===== config.mk =====
export PLATFORM = sky130hd
export DESIGN_NAME = branch_resolve_unit
export DESIGN_NICKNAME = d
export VERILOG_FILES = /design/src/rtl/branch_resolve_unit_pkg.sv /design/src/rtl/branch_resolve_unit_btb.sv /design/src/rtl/branch_resolve_unit.sv
export SDC_FILE = /design/constraint.sdc
export NUM_CORES = 2
export LEC_CHECK = 0
export CELL_PAD_IN_SITES_DETAIL_PLACEMENT = 1
export CELL_PAD_IN_SITES_GLOBAL_PLACEMENT = 2
export CORE_UTILIZATION = 35
export DETAILED_ROUTE_END_ITERATION = 6
export GPL_ROUTABILITY_DRIVEN = 0
export HOLD_SLACK_MARGIN = 0.12
export PLACE_DENSITY = 0.57
export SYNTH_ARGS = -nofsm -noshare
export SYNTH_HDL_FRONTEND = slang
export SYNTH_SLANG_ARGS = --single-unit
export TNS_END_PERCENT = 5

===== constraint.sdc =====
create_clock -name clk -period 21.3 [get_ports clk]
set_clock_uncertainty 0.1 [all_clocks]
set_input_delay 3.195 -clock clk [delete_from_list [all_inputs] [get_ports clk]]
set_output_delay 3.195 -clock clk [all_outputs]
set_load 0.02 [all_outputs]

===== src/rtl/branch_resolve_unit_pkg.sv =====
// Shared types and counter helpers for the branch predictor / resolver.
package branch_pkg;

  typedef enum logic [1:0] {
    BRA_DISABLE = 2'd0,
    BRA_JMP     = 2'd1,
    BRA_CMP     = 2'd2,
    BRA_ALU     = 2'd3
  } bra_mode_t;

  typedef enum logic {
    BTB_COND   = 1'b0,
    BTB_UNCOND = 1'b1
  } btb_kind_t;

  // Reset leaves counters weakly not-taken; a fresh allocation starts weakly taken.
  function automatic int unsigned cnt_init_val(input int unsigned cnt_bits);
    return (32'd1 << (cnt_bits - 1)) - 32'd1;
  endfunction

  function automatic int unsigned cnt_weak_taken(input int unsigned cnt_bits);
    return 32'd1 << (cnt_bits - 1);
  endfunction

endpackage


===== src/rtl/branch_resolve_unit_btb.sv =====
// Direct-mapped BTB: combinational lookup port, single update port with saturating counters.
module branch_target_buffer
  import branch_pkg::*;
#(
  parameter int XLEN        = 32,
  parameter int BTB_ENTRIES = 64,
  parameter int CNT_BITS    = 2,
  parameter int TAG_BITS    = 8
) (
  input  logic            clk,
  input  logic            rst,
  input  logic            rd_en_i,
  input  logic [XLEN-1:0] rd_pc_i,
  output logic            rd_taken_o,
  output logic [XLEN-1:0] rd_target_o,
  input  logic            wr_en_i,
  input  logic [XLEN-1:0] wr_pc_i,
  input  logic            wr_taken_i,
  input  btb_kind_t       wr_kind_i,
  input  logic [XLEN-1:0] wr_target_i
);

  localparam int IDX_W = $clog2(BTB_ENTRIES);
  localparam logic [CNT_BITS-1:0] CNT_RST   = CNT_BITS'(cnt_init_val(CNT_BITS));
  localparam logic [CNT_BITS-1:0] CNT_ALLOC = CNT_BITS'(cnt_weak_taken(CNT_BITS));

  function automatic logic [CNT_BITS-1:0] cnt_step(input logic [CNT_BITS-1:0] c,
                                                   input logic up);
    if (up) return (&c) ? c : c + CNT_BITS'(1);
    else    return (|c) ? c - CNT_BITS'(1) : c;
  endfunction

  logic                valid_q [BTB_ENTRIES];
  logic [TAG_BITS-1:0] tag_q   [BTB_ENTRIES];
  btb_kind_t           kind_q  [BTB_ENTRIES];
  logic [XLEN-1:0]     tgt_q   [BTB_ENTRIES];
  logic [CNT_BITS-1:0] cnt_q   [BTB_ENTRIES];

  logic [IDX_W-1:0]    rd_idx, wr_idx;
  logic [TAG_BITS-1:0] rd_tag, wr_tag;
  logic                rd_hit, wr_hit;

  assign rd_idx = IDX_W'(rd_pc_i >> 2);
  assign rd_tag = TAG_BITS'(rd_pc_i >> (IDX_W + 2));
  assign wr_idx = IDX_W'(wr_pc_i >> 2);
  assign wr_tag = TAG_BITS'(wr_pc_i >> (IDX_W + 2));

  // Lookups see pre-update contents; no bypass from the write port.
  assign rd_hit      = rd_en_i & ~rst & valid_q[rd_idx] & (tag_q[rd_idx] == rd_tag);
  assign rd_taken_o  = rd_hit & ((kind_q[rd_idx] == BTB_UNCOND) | cnt_q[rd_idx][CNT_BITS-1]);
  assign rd_target_o = rd_hit ? tgt_q[rd_idx] : '0;

  assign wr_hit = valid_q[wr_idx] & (tag_q[wr_idx] == wr_tag);

  always_ff @(posedge clk) begin
    if (rst) begin
      for (int i = 0; i < BTB_ENTRIES; i++) begin
        valid_q[i] <= 1'b0;
        cnt_q[i]   <= CNT_RST;
      end
    end else if (wr_en_i) begin
      if (wr_hit) begin
        cnt_q[wr_idx] <= cnt_step(cnt_q[wr_idx], wr_taken_i);
      end else if (wr_taken_i) begin
        valid_q[wr_idx] <= 1'b1;
        cnt_q[wr_idx]   <= CNT_ALLOC;
      end
    end
  end

  // Payload is rewritten on every taken resolve, whether hit or fresh allocation.
  always_ff @(posedge clk) begin
    if (wr_en_i && wr_taken_i) begin
      tag_q[wr_idx]  <= wr_tag;
      kind_q[wr_idx] <= wr_kind_i;
      tgt_q[wr_idx]  <= wr_target_i;
    end
  end

endmodule


===== src/rtl/branch_resolve_unit.sv =====
// Branch resolve unit: BTB-based fetch prediction, execute-stage resolution and registered redirect.
// Optional statistics counters enabled with `define BRANCH_STATS_EN.
module branch_resolve_unit
  import branch_pkg::*;
#(
  parameter int XLEN        = 32,
  parameter int BTB_ENTRIES = 64,
  parameter int CNT_BITS    = 2,
  parameter int TAG_BITS    = 8
) (
  input  logic            clk,
  input  logic            rst,
  input  logic            if_valid,
  input  logic [XLEN-1:0] if_pc,
  output logic            pred_taken,
  output logic [XLEN-1:0] pred_target,
  input  logic            ex_valid,
  input  logic [XLEN-1:0] ex_pc,
  input  logic [1:0]      bra_mode,
  input  logic            cmp_z,
  input  logic            cmp_inv,
  input  logic            alu_z,
  input  logic [XLEN-1:0] src_alu,
  input  logic [XLEN-1:0] src_imm,
  input  logic            ex_pred_taken,
  input  logic [XLEN-1:0] ex_pred_target,
  output logic            redirect,
  output logic [XLEN-1:0] redirect_addr
`ifdef BRANCH_STATS_EN
  ,
  output logic [31:0]     stat_branches,
  output logic [31:0]     stat_mispredicts
`endif
);

  bra_mode_t       mode;
  btb_kind_t       wr_kind;
  logic            resolve, taken, mispredict;
  logic [XLEN-1:0] target, fall_through;
  logic            redirect_q, redirect_d;
  logic [XLEN-1:0] redirect_addr_q, redirect_addr_d;

  assign mode         = bra_mode_t'(bra_mode);
  assign resolve      = ex_valid & (mode != BRA_DISABLE);
  assign fall_through = ex_pc + XLEN'(4);
  assign wr_kind      = (mode == BRA_CMP) ? BTB_COND : BTB_UNCOND;

  always_comb begin
    taken  = 1'b0;
    target = ex_pc + src_imm;
    case (mode)
      BRA_JMP: taken = 1'b1;
      BRA_CMP: taken = (cmp_z ? alu_z : src_alu[0]) ^ cmp_inv;
      BRA_ALU: begin
        taken  = 1'b1;
        target = {src_alu[XLEN-1:1], 1'b0};
      end
      default: taken = 1'b0;
    endcase
  end

  assign mispredict = resolve & ((taken != ex_pred_taken) |
                                 (taken & (ex_pred_target != target)));

  assign redirect_d      = mispredict;
  assign redirect_addr_d = mispredict ? (taken ? target : fall_through) : redirect_addr_q;

  always_ff @(posedge clk) begin
    if (rst) begin
      redirect_q      <= 1'b0;
      redirect_addr_q <= '0;
    end else begin
      redirect_q      <= redirect_d;
      redirect_addr_q <= redirect_addr_d;
    end
  end

  assign redirect      = redirect_q;
  assign redirect_addr = redirect_addr_q;

  branch_target_buffer #(
    .XLEN       (XLEN),
    .BTB_ENTRIES(BTB_ENTRIES),
    .CNT_BITS   (CNT_BITS),
    .TAG_BITS   (TAG_BITS)
  ) u_btb (
    .clk        (clk),
    .rst        (rst),
    .rd_en_i    (if_valid),
    .rd_pc_i    (if_pc),
    .rd_taken_o (pred_taken),
    .rd_target_o(pred_target),
    .wr_en_i    (resolve),
    .wr_pc_i    (ex_pc),
    .wr_taken_i (taken),
    .wr_kind_i  (wr_kind),
    .wr_target_i(target)
  );

`ifdef BRANCH_STATS_EN
  function automatic logic [31:0] sat_inc(input logic [31:0] v, input logic en);
    return (en && (v != 32'hFFFF_FFFF)) ? v + 32'd1 : v;
  endfunction

  logic [31:0] stat_br_q, stat_br_d, stat_mis_q, stat_mis_d;

  assign stat_br_d  = sat_inc(stat_br_q, resolve);
  assign stat_mis_d = sat_inc(stat_mis_q, mispredict);

  always_ff @(posedge clk) begin
    if (rst) begin
      stat_br_q  <= '0;
      stat_mis_q <= '0;
    end else begin
      stat_br_q  <= stat_br_d;
      stat_mis_q <= stat_mis_d;
    end
  end

  assign stat_branches    = stat_br_q;
  assign stat_mispredicts = stat_mis_q;
`endif

endmodule


### After elaboration in Yosys (flattened, before gate mapping)

Memories as Yosys holds them, arrays and structs flattened.
Index checks and enable logic that the tools add are counted.

* flip-flop bits (word level): 33
* bits in latches: 0
* RAM bits: 2816
* bits in read-only memories: 0
* input port bits: 170
* output and inout port bits: 66
* logic and storage cells: 70
* memories: 5

Memories
* u_btb.tgt_q: depth 64, width 32, read ports 1, clocked after Yosys merged registers in 0, wr ports 1, RTL line branch_resolve_unit_btb.sv:36 `logic [XLEN-1:0] tgt_q [BTB_ENTRIES];`
* u_btb.tag_q: depth 64, width 8, read ports 2, clocked after Yosys merged registers in 0, wr ports 1, RTL line branch_resolve_unit_btb.sv:34 `logic [TAG_BITS-1:0] tag_q [BTB_ENTRIES];`
* u_btb.cnt_q: depth 64, width 2, read ports 2, clocked after Yosys merged registers in 0, wr ports 64, RTL line branch_resolve_unit_btb.sv:37 `logic [CNT_BITS-1:0] cnt_q [BTB_ENTRIES];`
* u_btb.kind_q: depth 64, width 1, read ports 1, clocked after Yosys merged registers in 0, wr ports 1, RTL line branch_resolve_unit_btb.sv:35 `btb_kind_t kind_q [BTB_ENTRIES];`
* u_btb.valid_q: depth 64, width 1, read ports 2, clocked after Yosys merged registers in 0, wr ports 64, RTL line branch_resolve_unit_btb.sv:33 `logic valid_q [BTB_ENTRIES];`

* $add $sub $neg: 4
* multipliers: 0
* divide/modulo/power cells: 0
* order comparisons: 0
* equal/unequal tests: 7
* shift operators: 0
* muxes and demuxes: 32
* bitwise operators: 13
* reductions and logical operators: 7

Operators by type and width (number)
* 32-bit two-way mux: 3
* 32-bit by 3-bit adder with 32-bit output (second input constant): 1
* 32-bit adder: 1
* 32-bit inequality test: 1
* 1-bit two-way mux: 18
* 8-bit equality test: 2
* 2-bit two-way mux: 8
* 6-bit two-way mux: 2
* 1-bit bitwise AND: 8
* 2-bit OR reduction: 3
* 2-bit equality test (second input constant): 2
* 1-bit OR: 3
* 2-bit by 1-bit adder with 2-bit output (second input constant): 1
* 2-bit by 1-bit equality test with 1-bit output (second input constant): 1
* 1-bit case mux with 2 select lines: 1
* 2-bit AND reduction: 1
* 2-bit nonzero test: 1
* 2-bit by 1-bit subtractor with 2-bit output (second input constant): 1
* 1-bit logical AND: 1
* 1-bit inequality test: 1
* 1-bit NOT: 1
* 1-bit OR reduction: 1
* 1-bit XOR: 1

### Depth between registers and ports, before layout

* depth after elaboration: 11
* mapped depth: 17
* depth with buffers taken out: 13

### Hierarchy

A second synthesis with hierarchy kept.

* cells, all modules: 6184
* area, all modules: 119866.2 um^2

By module, submodules not included
* branch_target_buffer: times used 1, cells each 5362, area an instance 114195.8 um^2, seq. area each 83920.5 um^2
* branch_resolve_unit: times used 1, cells each 822, area an instance 5670.4 um^2, seq. area each 660.6 um^2

### Least setup slack after synthesis

No wires, ideal clock.

* path kind: in2out
* start: in if_pc[2]
* end: out pred_target[0]
* data arrival time: 6.776 ns
* required time: 18.005 ns
* setup slack: 11.229 ns
* stages: 10
* buffers on the path: 4
* cell sequence: clkbuf_1 buf_2 buf_1 mux4_2 mux4_2 mux4_2 xnor2_1 nand3_1 clkbuf_1 a211oi_1

* cells in the longest elaborated chain, start to end: 4
* elaborated cells between the ends (all ways): 7
* classes of those cells: eq/ne (1); mux (1); bitwise (2); memory (3)

Ends and longest elaborated chain
* from (decl): RTL line branch_resolve_unit.sv:14 `input logic [XLEN-1:0] if_pc,`
* memory 64 x 8 bit / memory 64 x 1 bit (equally long branches)
* 8-bit equality test / 1-bit bitwise AND (equally long branches): RTL line branch_resolve_unit_btb.sv:49 `assign rd_hit = rd_en_i & ~rst & valid_q[rd_idx] & (tag_q[rd_idx] == rd_tag);`
* 1-bit bitwise AND: RTL line branch_resolve_unit_btb.sv:49
* 32-bit two-way mux *: RTL line branch_resolve_unit_btb.sv:51 `assign rd_target_o = rd_hit ? tgt_q[rd_idx] : '0;`
* to (decl): RTL line branch_resolve_unit.sv:16 `output logic [XLEN-1:0] pred_target,`

Mark *: on every way between the ends. The rest lies on a longest branch, timed or not.

### Final worst setup path

* start: in if_pc[3]
* end: out pred_target[0]

Same word-level chain as after synthesis.

==> report_table.html <==
<table>
<tr><th>Metric</th><th>Value</th></tr>
<tr><th colspan="2">Run status</th></tr>
<tr><td>Status</td><td>complete, but fails checks</td></tr>
<tr><td>Violations in the final reports</td><td>design-rule violations</td></tr>
<tr><th colspan="2">STA</th></tr>
<tr><td>Worst slew pin tran</td><td>1440 ps</td></tr>
<tr><td>Worst-case headroom to the max-slew limit</td><td>3.04%</td></tr>
<tr><td>Final Max Slew Viols</td><td>0</td></tr>
<tr><td>Final Hold Violating Endpoints</td><td>0</td></tr>
<tr><td>Unrepaired setup endpoints after global routing</td><td>false</td></tr>
<tr><td>Final critical-path required period</td><td>13820 ps</td></tr>
<tr><td>Final critical-path share of the clock period</td><td>64.9%</td></tr>
<tr><td>Final-report setup violation count</td><td>0</td></tr>
<tr><td>Maximum clock frequency</td><td>72.4 MHz</td></tr>
<tr><td>Final sum of negative setup slack</td><td>0 ps</td></tr>
<tr><th colspan="2">Power and ir drop</th></tr>
<tr><td>Static Leakage</td><td>43.2 nW</td></tr>
<tr><td>Ratio of total power to cell area</td><td>94.1 nW/µm²</td></tr>
<tr><td>Maximum vdd ir drop</td><td>0.0000571 V</td></tr>
<tr><th colspan="2">Drt</th></tr>
<tr><td>Residual DRC</td><td>9</td></tr>
<tr><td>Violation count after the first detailed-routing iteration</td><td>8271</td></tr>
<tr><td>Antenna-violating nets left</td><td>0</td></tr>
<tr><td>DR vias/cell</td><td>5.99</td></tr>
<tr><td>Final wirelength</td><td>445 mm</td></tr>
<tr><td>Via Count</td><td>68400</td></tr>
<tr><td>First-pass iteration count of the detailed router</td><td>7</td></tr>
<tr><td>Wire length per cell after detailed routing</td><td>38.9 µm</td></tr>
<tr><th colspan="2">Global route</th></tr>
<tr><td>Vias in the first global route</td><td>70400</td></tr>
<tr><td>Wire length of the first global-routing pass</td><td>604 mm</td></tr>
<tr><td>Global route total overflow</td><td>0</td></tr>
<tr><td>Maximum number of pins on one net before global-route repair</td><td>130</td></tr>
<tr><td>GR Util All Layers</td><td>25.4%</td></tr>
<tr><td>Initial antenna violation count</td><td>38</td></tr>
<tr><th colspan="2">Floorplanning</th></tr>
<tr><td>Row count</td><td>214</td></tr>
<tr><td>Core region area</td><td>340000 µm²</td></tr>
<tr><td>Die Footprint</td><td>344000 µm²</td></tr>
<tr><td>Width of the die</td><td>587 µm</td></tr>
<tr><td>Top-Level Pins</td><td>236</td></tr>
<tr><td>Initial core utilization</td><td>35.2%</td></tr>
<tr><td>Die Y</td><td>587 µm</td></tr>
<tr><th colspan="2">Setup path</th></tr>
<tr><td>Slowest-stage cell, CP</td><td>sky130_fd_sc_hd__o21ai_0</td></tr>
<tr><td>Max Fanout on Critical Path</td><td>59</td></tr>
<tr><td>Capturing element type of the critical path</td><td>output pin</td></tr>
<tr><td>List of cells traversed by the critical path</td><td>buf_8 &gt; buf_4 &gt; buf_4 &gt; mux4_2 &gt; mux4_2 &gt; mux2i_1 &gt; o21ai_0 &gt; xnor2_1 &gt; nand4_1 &gt; nor3_1 &gt; nand3_4 &gt; buf_4 &gt; a211oi_1 &gt; clkdlybuf4s50_1</td></tr>
<tr><td>Arr. time, crit path</td><td>10520 ps</td></tr>
<tr><td>Crit path kind</td><td>in2out</td></tr>
<tr><td>Nature of the critical path startpoint</td><td>primary input</td></tr>
<tr><td>Worst path max stage delay</td><td>1140 ps</td></tr>
<tr><td>Data required time of the critical path</td><td>18010 ps</td></tr>
<tr><td>Most frequent CP cell</td><td>sky130_fd_sc_hd__buf_4</td></tr>
<tr><th colspan="2">Clock tree</th></tr>
<tr><td>Setup Fix Bufs, Post-CTS</td><td>0</td></tr>
<tr><td>Clock latency reported for the late side of the worst-skew pair</td><td>960 ps</td></tr>
<tr><td>H-tree level count</td><td>5</td></tr>
<tr><td>Number of clock buffers inserted by TritonCTS</td><td>322</td></tr>
<tr><td>Hold-fix buffers at CTS</td><td>0</td></tr>
<tr><td>Clock-pin transition on the worst setup and hold timing paths</td><td>50 ps</td></tr>
<tr><td>CTS max path bufs</td><td>4</td></tr>
<tr><td>Number of clock sinks seen by CTS</td><td>2849</td></tr>
<tr><td>Gates resized, CTS repair</td><td>0</td></tr>
<tr><td>Clock tree from TritonCTS</td><td>built</td></tr>
<tr><td>Clock root cell</td><td>sky130_fd_sc_hd__clkbuf_16</td></tr>
<tr><th colspan="2">Logic synthesis</th></tr>
<tr><td>Seq cells post-synth</td><td>2849</td></tr>
<tr><td>Synthesized Nets</td><td>6473</td></tr>
<tr><td>Cell area after synthesis</td><td>120000 µm²</td></tr>
<tr><td>Average instance area after synthesis</td><td>19.1 µm²</td></tr>
<tr><td>Ys async rst share</td><td>0%</td></tr>
<tr><td>Number of enable-type register cells in the synthesized netlist</td><td>2752</td></tr>
<tr><td>Distinct cells, synth</td><td>92</td></tr>
<tr><td>Synth Warn #</td><td>0</td></tr>
<tr><td>Sequential fraction of the synthesis area</td><td>70.7%</td></tr>
<tr><td>Instance count of the mapped netlist</td><td>6270</td></tr>
<tr><td>Primary FF master, synth</td><td>sky130_fd_sc_hd__edfxtp_1</td></tr>
<tr><th colspan="2">Cells and area</th></tr>
<tr><td>Final instance count without filler cells</td><td>11400</td></tr>
<tr><td>Layout overhead on the synthesized area</td><td>16.0%</td></tr>
<tr><td>Most frequent cells in the layout</td><td>sky130_fd_sc_hd__edfxtp_1 (2752), sky130_fd_sc_hd__mux4_2 (902), sky130_fd_sc_hd__clkbuf_16 (328)</td></tr>
<tr><td>Multi-input logic area</td><td>34000 µm²</td></tr>
<tr><td>Number of nets in the layout</td><td>6827</td></tr>
<tr><td>Layout fillers</td><td>32500</td></tr>
<tr><td>Share of layout cells above drive strength 1</td><td>26.9%</td></tr>
<tr><td>Storage cell area</td><td>84600 µm²</td></tr>
<tr><td>Most frequent standard cell in the layout excluding fill and tap cells</td><td>sky130_fd_sc_hd__edfxtp_1</td></tr>
<tr><td>Final design utilization</td><td>40.8%</td></tr>
<tr><th colspan="2">Place</th></tr>
<tr><td>HPWL after DPL</td><td>259 mm</td></tr>
<tr><td>Port Buf Inserts</td><td>217</td></tr>
<tr><td>Count of placed standard cells including taps</td><td>10800</td></tr>
<tr><th colspan="2">Job</th></tr>
<tr><td>Max_cap viols</td><td>0</td></tr>
<tr><th colspan="2">Hold path</th></tr>
<tr><td>Hold crit path type</td><td>reg2reg</td></tr>
</table>
[cells by family after synthesis]
logic type | count (synthesis) | share of synthesized area [%]
flip-flops | 2849 | 70.7
buffers and inverters | 467 | 1.67
AO/OA/AOI/OAI | 741 | 4.28
XOR/XNOR | 83 | 0.607
adder cells (fa/ha/maj) | 33 | 0.351
multiplexers | 1071 | 18.5
AND/OR/NAND/NOR | 1026 | 3.96
[per-stage QoR]
stage / setup WS (ps) / power, mW / area, µm² / hold WS [ps]
after CTS: 7700 / 13.2 / 139000 / 370
after detailed placement: 7710 / 7.65 / 128000 / 360
after floorplan: 11230 / 7.13 / 120000 / 347
final: 7480 / 13.1 / 139000 / 367
after global routing: 7360 / 13.4 / 139000 / 383
after global placement: 7670 / 7.62 / 128000 / 352
[registers in the layout, indices dropped and copies added (netlist names)]
| register | count |
|---|---|
| u_btb.tgt_q | 2048 |
| u_btb.tag_q | 512 |
| u_btb.cnt_q | 128 |
| u_btb.kind_q | 64 |
| u_btb.valid_q | 64 |
| redirect_addr | 32 |
| redirect | 1 |
[layer usage]
layer	global-route usage, %	routed length [µm]	vias up
met4	7.13	13900	10
met1	36.1	191000	38000
met3	3.57	29400	593
met5	0	80	-
met2	41.1	211000	2895
li1	-	-	26900
[final timing paths]
path / from / to / slack [ps] / cells after the start
max: if_pc[3] / pred_target[0] / 7480 / 14
min: redirect_addr[30] / redirect_addr[30] / 370 / 2
max reg2reg: u_btb.valid_q[16] / u_btb.cnt_q[1][0] / 15330 / 10
min reg2reg: redirect_addr[30] / redirect_addr[30] / 370 / 2
[layout make-up]
type | instances | share of cell area [%]
clock buffer | 398 | 6.12
timing repair buffer | 474 | 3.00
tap | 4536 | 4.09
clock inverter | 184 | 1.29
multi-input combinational | 2954 | 24.5
inverter | 23 | 0.0640
antenna | 7 | 0.0126
sequential | 2849 | 60.9
[report_power, final]
group	leakage [nW]	switching, mW	internal, mW
registers	25.8	0.0151	6.36
logic	12.3	0.794	0.356
clock network	5.03	2.33	3.20
total	43.2	3.14	9.92
[critical path, delay by kind of cell]
family                 cells  cell delay [ps]
XOR/XNOR                   1              210
buffers and inverters      5             3220
AO/OA/AOI/OAI              2             1920
AND/OR/NAND/NOR            3              960
multiplexers               3              660
[cells in the mapped netlist (11+ instances only)]
master	n	area (µm²)
sky130_fd_sc_hd__and2_1	11	68.8
sky130_fd_sc_hd__nor3_1	90	450
sky130_fd_sc_hd__a22o_1	15	131
sky130_fd_sc_hd__o21a_1	13	97.6
sky130_fd_sc_hd__a21o_1	12	90.1
sky130_fd_sc_hd__ha_1	32	400
sky130_fd_sc_hd__nand2b_1	12	75.1
sky130_fd_sc_hd__inv_1	21	78.8
sky130_fd_sc_hd__nor2_1	358	1340
sky130_fd_sc_hd__nor2b_1	53	332
sky130_fd_sc_hd__nand4_1	32	200
sky130_fd_sc_hd__clkbuf_1	246	923
sky130_fd_sc_hd__nor3b_1	11	82.6
sky130_fd_sc_hd__nor4_1	12	75.1
sky130_fd_sc_hd__a21oi_1	175	876
sky130_fd_sc_hd__a31oi_1	35	219
sky130_fd_sc_hd__xnor2_1	42	368
sky130_fd_sc_hd__a211oi_1	54	405
sky130_fd_sc_hd__buf_1	79	297
sky130_fd_sc_hd__o211ai_1	27	203
sky130_fd_sc_hd__and3_1	16	100
sky130_fd_sc_hd__edfxtp_1	2752	82600
sky130_fd_sc_hd__dfxtp_1	97	1940
sky130_fd_sc_hd__or3_1	14	87.6
sky130_fd_sc_hd__xor2_1	41	359
sky130_fd_sc_hd__o22ai_1	41	257
sky130_fd_sc_hd__a22oi_1	64	480
sky130_fd_sc_hd__buf_4	15	113
sky130_fd_sc_hd__o221ai_1	15	131
sky130_fd_sc_hd__mux2i_1	100	1000
sky130_fd_sc_hd__mux2_1	16	180
sky130_fd_sc_hd__mux2_2	53	597
sky130_fd_sc_hd__o21ai_0	91	455
sky130_fd_sc_hd__mux4_2	902	20300
sky130_fd_sc_hd__nand2_1	285	1070
sky130_fd_sc_hd__nand3_1	79	395
sky130_fd_sc_hd__a221oi_1	70	613
sky130_fd_sc_hd__a31o_2	14	123
sky130_fd_sc_hd__buf_2	96	480
No activity file was read; power rests on OpenSTA's default activity.
